**src/rtl/mult_pkg.sv**
```systemverilog
// Shared types and sizing helpers for the shift-add multiplier.
package mult_pkg;

   typedef enum logic [1:0] {
      IDLE,
      BUSY,
      DONE
   } mult_state_e;

   localparam int MULT_DEFAULT_WIDTH = 8;

   // Counter must hold WIDTH itself (it steps once more on the final BUSY cycle).
   function automatic int cnt_width(input int width);
      return $clog2(width) + 1;
   endfunction

endpackage

```
**src/rtl/fa.sv**
```systemverilog
// One-bit full-adder cell, the building block of the ripple-carry adder.
module fa (
   input  logic a,
   input  logic b,
   input  logic cin,
   output logic sum,
   output logic cout
);

   assign sum  = a ^ b ^ cin;
   assign cout = (a & b) | (cin & (a ^ b));

endmodule

```
**src/rtl/rca_adder.sv**
```systemverilog
// N-bit ripple-carry adder built as a combinational chain of fa cells.
module rca_adder #(
   parameter int N = 16
) (
   input  logic [N-1:0] a,
   input  logic [N-1:0] b,
   input  logic         cin,
   output logic [N-1:0] sum,
   output logic         cout
);

   logic [N:0] w_carry;

   assign w_carry[0] = cin;

   for (genvar i = 0; i < N; i++) begin : g_fa
      fa u_fa (
         .a    (a[i]),
         .b    (b[i]),
         .cin  (w_carry[i]),
         .sum  (sum[i]),
         .cout (w_carry[i+1])
      );
   end

   assign cout = w_carry[N];

endmodule

```
**src/rtl/shift_add_multiplier.sv**
```systemverilog
// Sequential unsigned radix-2 shift-add multiplier with valid/ready on both sides.
// Define MULT_EARLY_EXIT_EN to finish as soon as the remaining multiplier bits are zero.
module shift_add_multiplier
   import mult_pkg::*;
#(
   parameter int WIDTH = MULT_DEFAULT_WIDTH
) (
   input  logic               clk_i,
   input  logic               rst_ni,
   input  logic               in_valid_i,
   output logic               in_ready_o,
   input  logic [WIDTH-1:0]   a_i,
   input  logic [WIDTH-1:0]   b_i,
   output logic               out_valid_o,
   input  logic               out_ready_i,
   output logic [2*WIDTH-1:0] p_o,
   output logic               busy_o
);

   localparam int PW                = 2 * WIDTH;
   localparam int CNT_W             = cnt_width(WIDTH);
   localparam logic [CNT_W-1:0] LAST_CNT = CNT_W'(WIDTH - 1);
   localparam logic [CNT_W-1:0] CNT_ONE  = CNT_W'(1);

   mult_state_e      r_state;
   logic [PW-1:0]    r_acc;
   logic [PW-1:0]    r_mcand;
   logic [WIDTH-1:0] r_mplier;
   logic [CNT_W-1:0] r_cnt;
   logic [PW-1:0]    r_p;
   logic             r_in_ready;
   logic             r_out_valid;
   logic             r_busy;

   logic [PW-1:0]    w_addend;
   logic [PW-1:0]    w_sum;
   logic             w_cout;
   logic [WIDTH-1:0] w_mplier_next;
   logic             w_last;

   // Masking the addend makes w_sum the updated accumulator whether or not this bit adds.
   assign w_addend      = r_mplier[0] ? r_mcand : '0;
   assign w_mplier_next = r_mplier >> 1;

   rca_adder #(
      .N (PW)
   ) u_rca (
      .a    (r_acc),
      .b    (w_addend),
      .cin  (1'b0),
      .sum  (w_sum),
      .cout (w_cout)
   );

`ifdef MULT_EARLY_EXIT_EN
   assign w_last = (r_cnt == LAST_CNT) || (w_mplier_next == '0);
`else
   assign w_last = (r_cnt == LAST_CNT);
`endif

   // NOTE: every register here uses <= so all state advances together on the edge;
   // blocking assignments would let later statements see this cycle's new values.
   always_ff @(posedge clk_i or negedge rst_ni) begin
      if (!rst_ni) begin
         r_state     <= IDLE;
         r_acc       <= '0;
         r_mcand     <= '0;
         r_mplier    <= '0;
         r_cnt       <= '0;
         r_p         <= '0;
         r_in_ready  <= 1'b1;
         r_out_valid <= 1'b0;
         r_busy      <= 1'b0;
      end else begin
         case (r_state)
            IDLE: begin
               if (in_valid_i && r_in_ready) begin
                  r_acc      <= '0;
                  r_mcand    <= {{WIDTH{1'b0}}, a_i};
                  r_mplier   <= b_i;
                  r_cnt      <= '0;
                  r_in_ready <= 1'b0;
                  r_busy     <= 1'b1;
                  r_state    <= BUSY;
               end
            end
            BUSY: begin
               // The partial sum never exceeds 2*WIDTH bits, so a carry-out means a broken adder.
               assert (!w_cout);
               r_acc    <= w_sum;
               r_mcand  <= r_mcand << 1;
               r_mplier <= w_mplier_next;
               r_cnt    <= r_cnt + CNT_ONE;
               if (w_last) begin
                  r_p         <= w_sum;
                  r_out_valid <= 1'b1;
                  r_state     <= DONE;
               end
            end
            DONE: begin
               if (out_ready_i) begin
                  r_out_valid <= 1'b0;
                  r_in_ready  <= 1'b1;
                  r_busy      <= 1'b0;
                  r_state     <= IDLE;
               end
            end
            default: begin
               r_state <= IDLE;
            end
         endcase
      end
   end

   assign in_ready_o  = r_in_ready;
   assign out_valid_o = r_out_valid;
   assign p_o         = r_p;
   assign busy_o      = r_busy;

endmodule
```
**config.mk**
```make
export PLATFORM = sky130hd
export DESIGN_NAME = shift_add_multiplier
export DESIGN_NICKNAME = d
export VERILOG_FILES = /design/src/rtl/mult_pkg.sv /design/src/rtl/fa.sv /design/src/rtl/rca_adder.sv /design/src/rtl/shift_add_multiplier.sv
export SDC_FILE = /design/constraint.sdc
export NUM_CORES = 1
export LEC_CHECK = 0
export CORE_MARGIN = 5
export CORE_UTILIZATION = 40
export CTS_CLUSTER_DIAMETER = 60
export DETAILED_ROUTE_END_ITERATION = 10
export HOLD_SLACK_MARGIN = 0.05
export PLACE_DENSITY_LB_ADDON = 0.05
export RECOVER_POWER = 50
export SYNTH_ARGS = -nofsm -noshare
export SYNTH_HDL_FRONTEND = slang
export SYNTH_SLANG_ARGS = --single-unit
```
**constraint.sdc**
```tcl
create_clock -name clk_i -period 10.8 [get_ports clk_i]
set_input_delay 3.24 -clock clk_i [delete_from_list [all_inputs] [get_ports clk_i]]
set_output_delay 3.24 -clock clk_i [all_outputs]
set_load 0.1 [all_outputs]
```
==> reports/summary.txt, run 1 <==
placed insts = 380
GRT Total Usage = 13.57%
Placed Area = 0.003460 sq mm
FF-to-FF Start = r_mplier[0]
CP Class = reg -> reg
total wire length = 5.743 mm
Sequential Power Share = 40.7%
sequential area share after synthesis = 53.43%
Async SR Flop Fraction = 100.0%
pwr dens = 253.0 mW/mm^2
failing checks = capacitance limit, slew limit
CP bufs+invs = 2
initial antenna violation count = 0
Reg clk slew, reported paths = 0.07 ns
Post-Syn Nets = 291
First-pass DRT Iterations = 5
maxcap violations = 2
CP arrival = 7.55 ns
global-route wire length before repair = 10.29 mm
CTS resizes = 0
Synth top area share = 52.57%
Pint = 511.4 uW
Die W = 97.28 um
Final Non-Filler Cells = 396
Site Rows = 31
CP Data Required Time = 11.02 ns
pin count of the biggest net entering global routing = 66
Switching Share = 43.83%
top_reg_cell synth = dfrtp_1
Leakage = 1.596 nW
clock skew = 0.008620 ns
n_diodes = 0
CTS tree = yes
routed via count = 1,964
Area contributors post-synth = dfrtp_1, fa_1, a22o_1
Ys Warns = 0
Fmax = 0.1365 GHz
core area = 0.007331 sq mm
wire per inst = 14.50 um
setup_tns = 0 ns
Multi-input gate area = 0.001197 sq mm
synth-to-layout area growth = 18.15%
worst hold path depth = 2
slack of the worst reg-to-reg path = 3.48 ns
Routed Antenna Nets = 0
Num Clock Sinks = 65
Seq cells post-synth = 65
htree depth = 3
grt ovf = 0
Vias/cell = 4.960
Hold Startpoint = busy_o
crit path cell chain = and2_0 > ha_1 > inv_1 > fa_1 > fa_1 > fa_1 > fa_1 > fa_1 > fa_1 > fa_1 > fa_1 > fa_1 > fa_1 > fa_1 > fa_1 > inv_1 > fa_1 > fa_1 > xor2_1 > xnor2_1 > mux2_1
PortBufs = 38
die area = 0.009462 sq mm
R2R depth = 21
combinational power share = 40.5%
final setup violation count = 0
GP Congestion = 0.7133
number of remaining DRC errors = 0
# Post-CTS Setup Buffers = 0
Hold Buf Count CTS = 0
measured slew at the worst slew-check pin = 3.416 ns
io pins = 39
Initial Utilization = 41.56%
# fillers = 658
layout cells sized above 1 = 6.061%
DP HPWL = 3.777 mm
fin. max-slew vios = 67
total power = 910.6 uW
final hold vios = 0
post-route cell area = 0.003600 sq mm
cell with the most instances after synthesis = dfrtp_1
unrepaired setup endpoints after global routing = false
register area = 0.001628 sq mm
clock root buffer = clkbuf_8
most frequent cells after synthesis = dfrtp_1, nand2_1, inv_1
DRT iter0 DRCs = 74
Final min period = 7.325 ns
Inserted Clock Buffers = 9
Critical-path top delay cell = dfrtp_1
crit-path most repeated cell = fa_1
VDD IR-drop max = 0.08990 mV
vias in the first global route = 2,010
Worst setup SP type = register
Crit Reg-Reg Endpoint = p_o[15]
Synth cell types = 36
status = finished, violations left
post-synth top area cell = dfrtp_1
syn_area_per_cell = 11.95 sq um
Final nets = 328
max incr delay on CP = 0.65 ns
Post-Syn Instances = 255
post-synthesis cell area = 0.003047 sq mm
die height = 97.28 um
post-route clock period utilization = 67.82%
class of the worst hold path = reg -> reg
Hold Crit Endpoint = busy_o
worst-case clock buffer depth = 2
Post-synth EDFFs = 0
Relative slew margins = -127.7%
CP Max Fanout = 17
worst skew pair latency = 0.34 ns
Clock Power Share = 18.8%
Switch Pwr = 399.2 uW
family with the most delay on the worst path = adder cells
endpoint type of the worst setup path = register
==> kinds of logic (layout without fill, tap and decap cells) <==
| family | count (synthesis) | count (layout) | synth area share, % |
|---|---|---|---|
| compound gates | 66 | 66 | 15.77 |
| flops | 65 | 65 | 53.43 |
| simple gates | 46 | 46 | 7.352 |
| buf+inv | 43 | 85 | 7.105 |
| mux | 17 | 17 | 5.749 |
| fa+ha+maj | 16 | 16 | 10.02 |
| xor+xnor | 2 | 2 | 0.5751 |
==> power groups by stage <==
stage	combinational (mW)	clock, mW	sequential, mW
2_1_floorplan	0.146	0	0.512
3_3_place_gp	0.373	0	0.376
3_5_place_dp	0.377	0	0.375
4_1_cts	0.376	0.180	0.372
5_1_grt	0.399	0.189	0.383
6_report	0.369	0.171	0.371
==> cell usage in the layout, fill, tap and decap left out, types with 4 or more instances in the layout <==
cell type and instances:
a22oi_1 14, clkbuf_1 5, mux2i_1 13, o2bb2ai_1 13, dfrtp_1 64, fa_1 14, clkdlybuf4s50_1 35, nand2_1 31
a22o_1 15, inv_1 28, clkbuf_8 9, clkinv_2 4, mux2_1 4, o21ai_0 17
==> state kept, by name, indices dropped and copies added, names as in the netlist <==
signal / count
r_mplier: 8
r_cnt: 4
r_mcand: 16
r_state: 2
p_o: 16
out_valid_o: 1
in_ready_o: 1
r_acc: 16
busy_o: 1
==> stage by stage <==
step           utilization [%]  hold slack (ns)  setup WS, ns
2_1_floorplan                -           0.4561         3.882
3_3_place_gp             47.19           0.4618         3.432
3_5_place_dp             47.19           0.4635         3.436
4_1_cts                  49.31           0.4797         3.403
5_1_grt                  49.10           0.4967         3.013
6_report                 49.10           0.4734         3.475
==> area by class of cell <==
cell class,instances,share of cell area [%]
Sequential cell,65,45.22
Clock inverter,4,0.5561
Multi-Input combinational cell,147,33.26
Clock buffer,12,3.754
Inverter,28,2.920
Tap cell,99,3.441
Timing Repair Buffer,41,10.84
==> tightest hold or removal path: cells and delay by family, from the launching register on <==
family,cells,cell delay (ns)
flip-flops,1,0.34
AND/OR/NAND/NOR,2,0.10
==> layer usage <==
layer,up-vias,routed length [um],GRT usage (%)
li1,944,-,-
met4,0,59,4.153
met1,972,2753,18.96
met3,8,285,5.097
met5,-,0,0
met2,40,2645,19.64
==> worst max-delay path by stage <==
stage	start	cells past startpoint	endpoint
after floorplan	r_mplier[0]	20	p_o[15]
after global placement	r_mplier[0]	21	p_o[15]
after detailed placement	r_mplier[0]	21	p_o[15]
after CTS	r_mplier[0]	21	p_o[15]
after global routing	r_mplier[0]	21	p_o[15]
final	r_mplier[0]	21	p_o[15]
(Power assumes the default switching activity.)
==> run 2, diff against run 1 <==
==> constraint.sdc (replaced) <==
create_clock -name clk_i -period 7 [get_ports clk_i]
set_input_delay 2.1 -clock clk_i [delete_from_list [all_inputs] [get_ports clk_i]]
set_output_delay 2.1 -clock clk_i [all_outputs]
set_load 0.1 [all_outputs]
==> reports/summary.txt, run 2 (synthesis results as in run 1) <==
io pins = 39
pin count of the biggest net entering global routing = 66
# Post-CTS Setup Buffers = 0
final setup violation count = 0
vias in the first global route = 2,103
Worst setup SP type = register
Num Clock Sinks = 65
CP Data Required Time = 7.22 ns
DRT iter0 DRCs = 37
Placed Area = 0.003475 sq mm
failing checks = capacitance limit, slew limit
endpoint type of the worst setup path = register
Site Rows = 31
Hold Buf Count CTS = 0
worst-case clock buffer depth = 2
core area = 0.007331 sq mm
setup_tns = 0 ns
Routed Antenna Nets = 0
initial antenna violation count = 0
CP arrival = 6.90 ns
Vias/cell = 4.982
VDD IR-drop max = 0.1492 mV
CTS tree = yes
PortBufs = 38
Die W = 97.28 um
layout cells sized above 1 = 8.725%
routed via count = 1,978
die area = 0.009462 sq mm
Core Util, Final = 50.03%
maxcap violations = 1
GP Congestion = 0.7175
commonest non-fill, non-tap cell in the layout = dfrtp_1
CP Class = reg -> reg
total wire length = 5.837 mm
Leakage = 1.631 nW
# fillers = 651
Inserted Clock Buffers = 9
number of remaining DRC errors = 0
Final min period = 6.677 ns
First-pass DRT Iterations = 4
Initial Utilization = 41.56%
clock skew = 0.007473 ns
Relative slew margins = -134.9%
measured slew at the worst slew-check pin = 3.523 ns
class of the worst hold path = reg -> reg
htree depth = 3
post-route clock period utilization = 95.39%
DP HPWL = 3.689 mm
global-route wire length before repair = 10.54 mm
wire per inst = 14.70 um
CP Max Fanout = 2
unrepaired setup endpoints after global routing = false
GRT Total Usage = 13.96%
worst skew pair latency = 0.34 ns
synth-to-layout area growth = 20.37%
die height = 97.28 um
Reg clk slew, reported paths = 0.07 ns
status = finished, violations left
most frequent cells in the layout = dfrtp_1, clkdlybuf4s50_1, nand2_1
pwr dens = 398.3 mW/mm^2
fin. max-slew vios = 66
clock root buffer = clkbuf_8
grt ovf = 0
final hold vios = 0
Final nets = 330
post-route cell area = 0.003667 sq mm
slack of the worst reg-to-reg path = 0.32 ns
n_diodes = 0
Fmax = 0.1498 GHz
[run 2: changes by cell type in the layout (fill, tap and decap cells not counted), sizes merged]
cell,delta
buf,+2
bufinv,+1
clkdlybuf4s50,+1
clkinv,-2
dlygate4sd3,-1
[run 2: final cells by class]
class                           count  area (sq um)  share of cell area (%)
Clock buffer                       12         155.1                   4.231
Multi-Input combinational cell    147          1210                   32.99
Timing Repair Buffer               43         405.4                   11.05
Clock inverter                      3         40.04                   1.092
Sequential cell                    65          1628                   44.39
Inverter                           28         105.1                   2.866
Tap cell                           99         123.9                   3.378
[run 2: per-layer routing]
metal	up-vias	GRT usage [%]	part of all wire (%)	wire (um)
met2	38	21.28	46	2709
met1	986	18.38	47	2764
li1	949	-	-	-
met3	5	5.169	5.0	289
met4	0	4.792	1.3	74
met5	-	0	0	0
[run 2: worst paths after layout]
path	from	to	cells past startpoint
worst max-delay path	r_mcand[0]	p_o[15]	21
worst min-delay path	out_valid_o	out_valid_o	1
worst max register to register	r_mcand[0]	p_o[15]	21
worst min register to register	out_valid_o	out_valid_o	1
max in group asynchronous	rst_ni	p_o[4]	2
min in group asynchronous	rst_ni	p_o[14]	2
[run 2: power breakdown]
part / switching, mW / leakage, nW / internal, mW
Sequential: 0.0747 / 0.829 / 0.492
Combinational: 0.405 / 0.700 / 0.172
Clock: 0.135 / 0.102 / 0.181
Total: 0.615 / 1.63 / 0.846
[run 2: worst max-delay path, stage by stage (launching register included)]
cell,delay [ns]
dfrtp_1,0.34
and2_1,0.13
ha_1,0.13
inv_1,0.05
fa_1,0.41
fa_1,0.42
fa_1,0.43
fa_2,0.38
fa_2,0.39
fa_1,0.43
fa_1,0.44
fa_1,0.45
fa_2,0.40
fa_2,0.38
fa_2,0.37
fa_1,0.38
inv_1,0.09
fa_1,0.19
fa_1,0.18
xor2_1,0.17
xnor2_1,0.11
mux2_1,0.29
[run 2: metrics by stage]
stage,worst slack (ns),instances,hold slack (ns),total power [mW]
floorplan,0.08208,255,0.4561,1.015
global placement,0.03685,382,0.4610,1.155
detailed placement,0.01865,382,0.4730,1.161
CTS,0.03667,397,0.4879,1.484
global route,0.01578,397,0.4991,1.560
finish,0.3229,397,0.4803,1.461
[run 2: timing repair]
item,CTS,global route
gates resized for setup,1,4
endpoints found under the hold margin,0,0
setup endpoints to repair,2,4
